<file path="src/rtl/imem_loader_pkg.sv">
// Shared types and constants for the imem boot loader.
package imem_loader_pkg;

    typedef enum logic [2:0] {
        ST_IDLE,
        ST_COUNT,
        ST_DATA,
        ST_CHECK,
        ST_DONE,
        ST_ERR
    } loader_state_t;

    localparam logic [7:0] SYNC_BYTE = 8'hA5;

    typedef logic [1:0] lane_t;
    localparam lane_t LAST_LANE = 2'd3;

endpackage

</file>
<file path="src/rtl/imem_word_asm.sv">
// Assembles little-endian 32-bit words from a byte stream.
// Latency: word_done/word_dat are combinational with the 4th byte's strobe.
// Backpressure: none; every byte_vld strobe is consumed.
module imem_word_asm
    import imem_loader_pkg::*;
(
    input  logic        clk,
    input  logic        reset_n,
    input  logic        clear,
    input  logic        byte_vld,
    input  logic [7:0]  byte_dat,
    output logic [31:0] word_dat,
    output logic        word_done
);

    lane_t       lane_q;
    logic [23:0] part_q;

    // Bytes enter at the top and shift down, so after three bytes part_q
    // holds {b2, b1, b0} and the fourth byte completes the word on top.
    always_ff @(posedge clk) begin
        if (!reset_n || clear) begin
            lane_q <= '0;
            part_q <= '0;
        end else if (byte_vld) begin
            lane_q <= lane_q + lane_t'(1);
            part_q <= {byte_dat, part_q[23:8]};
        end
    end

    assign word_done = byte_vld && (lane_q == LAST_LANE);
    assign word_dat  = {byte_dat, part_q};

endmodule

</file>
<file path="src/rtl/imem_loader.sv">
// Boot-time imem programmer: SYNC/COUNT/data[/CHK] frames -> imem writes, holds core while loading.
// Latency: write 1 cycle after 4th byte; load_done/cpu_run 2 cycles after final byte. IMEM_LOADER_CHECKSUM_EN adds CHK byte.
// Backpressure: none; rx strobes must be >= 2 cycles apart, timeout aborts stalled frames.
module imem_loader
    import imem_loader_pkg::*;
#(
    parameter int DEPTH          = 16,
    parameter int TIMEOUT_CYCLES = 1000000
) (
    input  logic                     clk,
    input  logic                     reset_n,
    input  logic                     rx_valid,
    input  logic [7:0]               rx_data,
    output logic                     imem_we,
    output logic [$clog2(DEPTH)-1:0] imem_waddr,
    output logic [31:0]              imem_wdata,
    output logic                     cpu_run,
    output logic                     load_done,
    output logic                     load_err
);

    localparam int         AW      = $clog2(DEPTH);
    localparam int         TW      = $clog2(TIMEOUT_CYCLES + 1);
    localparam logic [8:0] DEPTH_B = 9'(DEPTH);

    loader_state_t state_q, state_d;
    logic [AW-1:0] widx_q, last_q;
    logic [TW-1:0] tmr_q;
    logic          is_sync, bad_count, busy, timed_out, byte_vld, word_done;
    logic [31:0]   word_dat;
`ifdef IMEM_LOADER_CHECKSUM_EN
    logic [7:0]    chk_q;
`endif

    assign is_sync   = rx_valid && (rx_data == SYNC_BYTE);
    assign bad_count = (rx_data == 8'd0) || ({1'b0, rx_data} > DEPTH_B);
    assign busy      = state_q inside {ST_COUNT, ST_DATA, ST_CHECK};
    assign timed_out = busy && !rx_valid && (tmr_q == TW'(TIMEOUT_CYCLES - 1));
    assign byte_vld  = rx_valid && (state_q == ST_DATA);

    imem_word_asm u_asm (
        .clk       (clk),
        .reset_n   (reset_n),
        .clear     (state_q != ST_DATA),
        .byte_vld  (byte_vld),
        .byte_dat  (rx_data),
        .word_dat  (word_dat),
        .word_done (word_done)
    );

    always_ff @(posedge clk) begin
        if (!reset_n) state_q <= ST_IDLE;
        else          state_q <= state_d;
    end

    always_comb begin
        state_d = state_q;
        case (state_q)
            ST_IDLE, ST_ERR: if (is_sync) state_d = ST_COUNT;
            ST_COUNT:        if (rx_valid) state_d = bad_count ? ST_ERR : ST_DATA;
`ifdef IMEM_LOADER_CHECKSUM_EN
            ST_DATA:         if (word_done && (widx_q == last_q)) state_d = ST_CHECK;
            ST_CHECK:        if (rx_valid) state_d = (rx_data == chk_q) ? ST_DONE : ST_ERR;
`else
            ST_DATA:         if (word_done && (widx_q == last_q)) state_d = ST_DONE;
`endif
            ST_DONE:         state_d = ST_IDLE;
            default:         state_d = ST_IDLE;
        endcase
        if (timed_out) state_d = ST_ERR;
    end

    always_ff @(posedge clk) begin
        if (!reset_n) begin
            imem_we    <= 1'b0;
            imem_waddr <= '0;
            imem_wdata <= '0;
            cpu_run    <= 1'b1;
            load_done  <= 1'b0;
            load_err   <= 1'b0;
            widx_q     <= '0;
            last_q     <= '0;
            tmr_q      <= '0;
`ifdef IMEM_LOADER_CHECKSUM_EN
            chk_q      <= '0;
`endif
        end else begin
            imem_we   <= word_done;
            load_done <= (state_q == ST_DONE);
            tmr_q     <= (rx_valid || !busy) ? '0 : tmr_q + TW'(1);

            if (word_done) begin
                imem_waddr <= widx_q;
                imem_wdata <= word_dat;
                widx_q     <= widx_q + AW'(1);
            end

            // Store N-1 so the last-word compare fits the address width.
            if ((state_q == ST_COUNT) && rx_valid) begin
                last_q <= AW'(rx_data - 8'd1);
                widx_q <= '0;
`ifdef IMEM_LOADER_CHECKSUM_EN
                chk_q  <= '0;
`endif
            end
`ifdef IMEM_LOADER_CHECKSUM_EN
            if (byte_vld) chk_q <= chk_q ^ rx_data;
`endif

            if ((state_q inside {ST_IDLE, ST_ERR}) && is_sync) begin
                cpu_run  <= 1'b0;
                load_err <= 1'b0;
            end
            if (state_q == ST_DONE) cpu_run <= 1'b1;
            if ((state_d == ST_ERR) && (state_q != ST_ERR)) load_err <= 1'b1;
        end
    end

endmodule

</file>
<file path="config.mk">
export PLATFORM = sky130hd
export DESIGN_NAME = imem_loader
export DESIGN_NICKNAME = d
export VERILOG_FILES = /design/src/rtl/imem_loader_pkg.sv /design/src/rtl/imem_word_asm.sv /design/src/rtl/imem_loader.sv
export SDC_FILE = /design/constraint.sdc
export NUM_CORES = 1
export LEC_CHECK = 0
export ABC_AREA = 1
export CAP_MARGIN = 10
export CORE_MARGIN = 2
export CORE_UTILIZATION = 50
export CTS_BUF_LIST = sky130_fd_sc_hd__clkbuf_2 sky130_fd_sc_hd__clkbuf_4 sky130_fd_sc_hd__clkbuf_8
export DETAILED_ROUTE_END_ITERATION = 10
export PLACE_DENSITY = 0.7
export SYNTH_ARGS = -nofsm -noshare
export SYNTH_HDL_FRONTEND = slang
export SYNTH_SLANG_ARGS = --single-unit
</file>
<file path="constraint.sdc">
create_clock -name clk -period 2.85 [get_ports clk]
set_input_delay 0.57 -clock clk [delete_from_list [all_inputs] [get_ports clk]]
set_output_delay 0.57 -clock clk [all_outputs]
set_load 0.005 [all_outputs]
</file>
== Word level (Yosys, flattened, before mapping) ==
Cells that the tools add are included.

* Bitwise operators: 1
* Mux-type cells: 8
* Order comparisons: 1
* Eq/ne operators: 12
* Add/sub/neg operators: 4
* Reductions and logical operators: 24

{| class="wikitable"
|+ Operators by type and width
! cell !! number
|-
| adder 20 x 1 -> 20 bit, second input constant || 1
|-
| equality test 20 bit, second input constant || 1
|-
| 2-to-1 mux 3 bit || 5
|-
| equality test 3 bit, second input constant || 3
|-
| logical AND 1 bit || 9
|-
| case mux 3 bit (3 select lines) || 1
|-
| equality test 8 bit, second input constant || 1
|-
| > comparator 8 x 5 -> 1 bit, second input constant || 1
|-
| logical NOT 8 bit || 1
|-
| OR reduction 2 bit || 4
|-
| equality test 3 x 2 -> 1 bit, second input constant || 2
|-
| adder 4 x 1 -> 4 bit, second input constant || 1
|-
| equality test 4 bit || 1
|-
| nonzero test 2 bit || 2
|-
| subtractor 4 x 1 -> 4 bit, second input constant || 1
|-
| equality test 3 x 1 -> 1 bit, second input constant || 1
|-
| logical NOT 1 bit || 3
|-
| logical NOT 3 bit || 1
|-
| logical OR 1 bit || 3
|-
| inequality test 3 x 2 -> 1 bit, second input constant || 1
|-
| inequality test 3 bit, second input constant || 1
|-
| nonzero test 3 bit || 1
|-
| adder 2 x 1 -> 2 bit, second input constant || 1
|-
| equality test 2 bit, second input constant || 1
|-
| other kinds (2) || 3
|}

* Output and inout port bits: 40
* Register bits after elaboration: 97

== Depth between registers and ports, before layout ==
* Depth in word-level cells: 10
* Depth in mapped cells: 12
* Depth with buffers taken out: 12

== Cells and area by module ==
From an unflattened synthesis, not the netlist that was laid out.

* Cells, all modules: 542
* Area, all modules: 4,121.5 um^2

{| class="wikitable"
|+ Modules (own cells, without submodules)
! module !! area an instance (um^2) !! times used !! cells an instance
|-
| imem_loader || 3,079.2 || 1 || 415
|-
| imem_word_asm || 1,042.2 || 1 || 127
|}

== Worst setup path after synthesis ==
No wires, ideal clock.

* Kind: in2reg
* From: input port rx_data[1]
* To: register load_err
* Setup time: 0.112 ns
* Path slack: 1.351 ns
* Cell stages on the path: 11
* Data arrival time: 1.387 ns
* Data required time: 2.738 ns
* Path through: inv_1 ha_1 nand2_1 nand2_1 nand3_1 nand2_1 nand3_1 nor2_1 nor2_1 nand2_1 nand2_1

* Longest elaborated chain between the ends: 9
* Elaborated cells on any way between the ends: 15
* Classes of those cells: order compare (1); eq/ne (2); mux (6); reduce/logical (6)

{| class="wikitable"
|+ RTL lines
! element !! RTL line !! text
|-
| from (decl) || imem_loader.sv:13 || <nowiki>input logic [7:0] rx_data,</nowiki>
|-
| > comparator 8 x 5 -> 1 bit / logical NOT 8 bit (equally long branches) || imem_loader.sv:36 || <nowiki>assign bad_count = (rx_data == 8'd0) || ({1'b0, rx_data} > DEPTH_B);</nowiki>
|-
| logical OR 1 bit || imem_loader.sv:36 ||
|-
| 2-to-1 mux 3 bit (2 in a row) || imem_loader.sv:60 || <nowiki>ST_COUNT: if (rx_valid) state_d = bad_count ? ST_ERR : ST_DATA;</nowiki>
|-
| case mux 3 bit (3 select lines) || imem_loader.sv:58 || <nowiki>case (state_q)</nowiki>
|-
| 2-to-1 mux 3 bit || imem_loader.sv:70 || <nowiki>if (timed_out) state_d = ST_ERR;</nowiki>
|-
| equality test 3 bit || imem_loader.sv:115 || <nowiki>if ((state_d == ST_ERR) && (state_q != ST_ERR)) load_err <= 1'b1;</nowiki>
|-
| logical AND 1 bit || imem_loader.sv:115 ||
|-
| 2-to-1 mux 1 bit / nonzero test 2 bit (equally long branches) || -- ||
|-
| to (signal assigned) || imem_loader.sv:80 || <nowiki>load_err <= 1'b0;</nowiki>
|-
| to (signal assigned) || imem_loader.sv:112 || <nowiki>load_err <= 1'b0;</nowiki>
|-
| to (signal assigned) || imem_loader.sv:115 ||
|-
| to (decl) || imem_loader.sv:19 || <nowiki>output logic load_err</nowiki>
|}

Several ways; a longest one is shown, not always the timed one.
A chain may end at the register's enable or synchronous reset.

== Worst setup path after layout ==
* From: input port rx_valid
* To: register u_asm.part_q[15]

* Longest elaborated chain between the ends: 1

{| class="wikitable"
|+ RTL lines
! element !! RTL line !! text
|-
| from (decl) || imem_loader.sv:12 || <nowiki>input logic rx_valid,</nowiki>
|-
| logical AND 1 bit || imem_loader.sv:39 || <nowiki>assign byte_vld = rx_valid && (state_q == ST_DATA);</nowiki>
|-
| to (signal assigned) || imem_word_asm.sv:27 || <nowiki>part_q <= {byte_dat, part_q[23:8]};</nowiki>
|-
| to (decl) || imem_word_asm.sv:17 || <nowiki>logic [23:0] part_q;</nowiki>
|}

Every way passes these cells.

==> summary.txt <==
Run status
  • Status: finished, final reports clean

Synth
  • Seq/Total Area, Yosys: 47.8%
  • Post-synth EDFFs: 0
  • Gate Count Post-Synth: 539
  • Commonest cells post-synth: 112 x nand2_1, 97 x dfxtp_1, 97 x nor2_1
  • Primary FF master, synth: dfxtp_1
  • Net Count, Synth: 555
  • Yosys cell types: 34
  • Number of synthesized register bits: 97
  • FFs w/ async S/R, synth: 0%
  • Synth area leader: dfxtp_1
  • Synth Warn #: 0
  • Synth top area share: 47.8%
  • Syn Std Cell Area: 0.00406 mm^2
  • Mean Syn Cell Area: 7.53 um^2
  • Most common cell in the synthesized netlist: nand2_1
  • Synth area leaders: dfxtp_1 48%, nand2_1 10%, nor2_1 9.0%

Clock network
  • Resized Gates After CTS: 0
  • CTS clk-pin slew, worst paths: 0.09 ns
  • H-tree lvl count: 3
  • Clock Sinks: 97
  • Cts bufs inserted: 9
  • Clk_lat worst skew: 0.36 ns
  • Clock buffer depth: 2
  • Setup Buffers After CTS: 0
  • Hold_buf cts: 0
  • CTS root buf: clkbuf_8
  • CTS tree: done

Route
  • DR iter-0 viols: 222
  • Vias per cell: 4.96
  • Routed Antenna Nets: 0
  • Via count: 3,429
  • Routed len/inst: 12.5 um
  • # DRC: 0
  • Drt pass-1 iters: 4
  • Drt total wl: 8650 um

Global route
  • Largest net degree at the start of global routing: 44
  • Aggregate global-route resource usage: 21.1%
  • Initial antenna violation count: 0
  • Gr ovfl total: 0
  • First-pass GRT wire length: 14,800 um
  • Number of global-route vias before repair: 3,159

Min path
  • Hold path depth: 1
  • Hold Crit Class: reg2reg

Cells and area
  • Synth-to-Final Area Change: 19.4%
  • Nets: 601
  • Inserted Diodes: 0
  • Final Util: 62.1%
  • Fillers: 709
  • Final Cell Area: 0.00485 mm^2
  • Layout cells sized above 1: 8.31%

Setup path
  • CP most frequent cell: buf_4
  • Crit-path cells: clkdlybuf4s50_1, nand3_4, buf_4, inv_1, buf_4, nand2_1, a21oi_1
  • Slowest stage cell, crit path: clkdlybuf4s50_1
  • CP max stage delay: 0.67 ns
  • Worst Setup Path Type: in2reg
  • Critical path data arrival time: 2.38 ns
  • Critical path buffers and inverters: 4
  • Critical Path Fanout Max: 25
  • Crit start category: input port
  • Crit end category: flop
  • Req. time, crit path: 3.14 ns
  • R2R cell count: 7
  • Count of cell instances traversed by the critical path: 7
  • Top delay family on crit path: buffers and inverters

Timing
  • Finish-stage setup viols: 0
  • RSZ-0062 raised after global routing: no
  • Max Fclk: 0.477 GHz
  • Crit path time final: 2.09 ns
  • Tightest Pin Transition: 0.579 ns
  • Max-slew headroom: 61.3%
  • Worst clock skew: 0.00885 ns
  • Fin Setup TNS: 0 ns
  • Final Hold Viols: 0
  • Fin. max-slew vios: 0
  • Tcrit/Tclk final: 73.5%

Floorplanning
  • I/O pin cnt: 51
  • Num rows: 32
  • Die footprint: 0.00885 mm^2
  • Die W: 94.1 um
  • Core ar.: 0.00781 mm^2
  • Die Y: 94.1 um
  • Initial core utilization: 52.0%

Place
  • GPL Wtd Cong: 0.862
  • Detailed Place HPWL: 6030 um
  • Placed Area: 0.00460 mm^2
  • Port Buf Inserts: 50

Pwr
  • Leakage power: 1.87 nW
  • Pwr dens: 513 mW/mm^2
  • Pwr Total: 0.00249 W
  • Worst-case vdd ir drop: 0.263 mV

Run
  • MaxCap Viol Count: 0
-- metal layers --
metal,global-route usage [%],part of all wire (%),up-vias
li1,-,-,1806
met1,30.0,52,1552
met2,31.7,43,59
met3,3.93,3.7,12
met4,7.97,1.4,0
met5,0,0,-
-- cells by family (layout without fill, tap and decap cells) --
logic type | after synthesis | count (layout) | synth area share, %
flip-flops | 97 | 97 | 47.8
adder cells (fa/ha/maj) | 5 | 5 | 1.54
XOR/XNOR | 9 | 9 | 1.94
AO/OA/AOI/OAI | 96 | 96 | 12.6
buffers and inverters | 71 | 122 | 7.89
AND/OR/NAND/NOR | 261 | 261 | 28.2
-- registers in the layout, indices dropped and copies added (netlist names) --
| signal | cells |
|---|---|
| imem_we | 1 |
| last_q | 4 |
| u_asm.part_q | 24 |
| imem_wdata | 32 |
| imem_waddr | 4 |
| cpu_run | 1 |
| load_done | 1 |
| load_err | 1 |
| u_asm.lane_q | 2 |
| tmr_q | 20 |
| widx_q | 4 |
| state_q | 3 |
-- final cells by class --
type	instances	area (um^2)	area share, %
Timing Repair Buffer	56	546	11.3
Inverter	50	188	3.87
Tap cell	102	128	2.63
Multi-Input combinational cell	371	1800	37.1
Clock inverter	6	115	2.38
Clock buffer	10	131	2.71
Sequential cell	97	1940	40.1
-- power breakdown --
| group | internal, W | total (W) | switching, W | leakage (nW) |
|---|---|---|---|---|
| sequential | 0.00135 | 0.00135 | 0.000000103 | 0.781 |
| combinational | 0.0000210 | 0.0000532 | 0.0000322 | 0.970 |
| clock | 0.000598 | 0.00108 | 0.000481 | 0.121 |
-- per-stage QoR --
step	hold WS, ns	setup WS [ns]	instances
2_1_floorplan	0.429	1.35	539
3_5_place_dp	0.451	0.441	676
6_report	0.465	0.755	692
3_3_place_gp	0.439	0.520	676
5_1_grt	0.491	0.644	692
4_1_cts	0.474	0.774	692
-- worst paths after layout --
kind                                    endpoint  slack, ns  startpoint
worst max-delay path            u_asm.part_q[15]       0.76    rx_valid
worst min-delay path                    tmr_q[0]       0.46    tmr_q[0]
worst max register to register  u_asm.part_q[15]       1.13  state_q[0]
worst min register to register          tmr_q[0]       0.46    tmr_q[0]
-- worst register-to-register path: stages, from the launching register on --
cell and delay (ns):
dfxtp_1 0.35, nor2_2 0.19, nand3_4 0.10, buf_4 0.23
inv_1 0.33, buf_4 0.24, nand2_1 0.08, a21oi_1 0.15
-- layout by cell type, fill, tap and decap left out, types with 3 or more instances in the layout --
cell type        count
nand2_1            112
o21ai_1             21
xnor2_1              6
nand3_1             15
nor2_4               4
nor2_1              97
a21oi_1             45
o22ai_1              3
ha_1                 5
inv_1               46
clkbuf_8             9
clkdlybuf4s50_1     50
nor3_1               6
bufinv_16            3
inv_2                4
nor2_2               4
nand2_2              5
xor2_1               3
buf_4                6
o21ai_0             21
nand4_1              5
dfxtp_1             97
nand3_2              3
(Power assumes the default switching activity.)
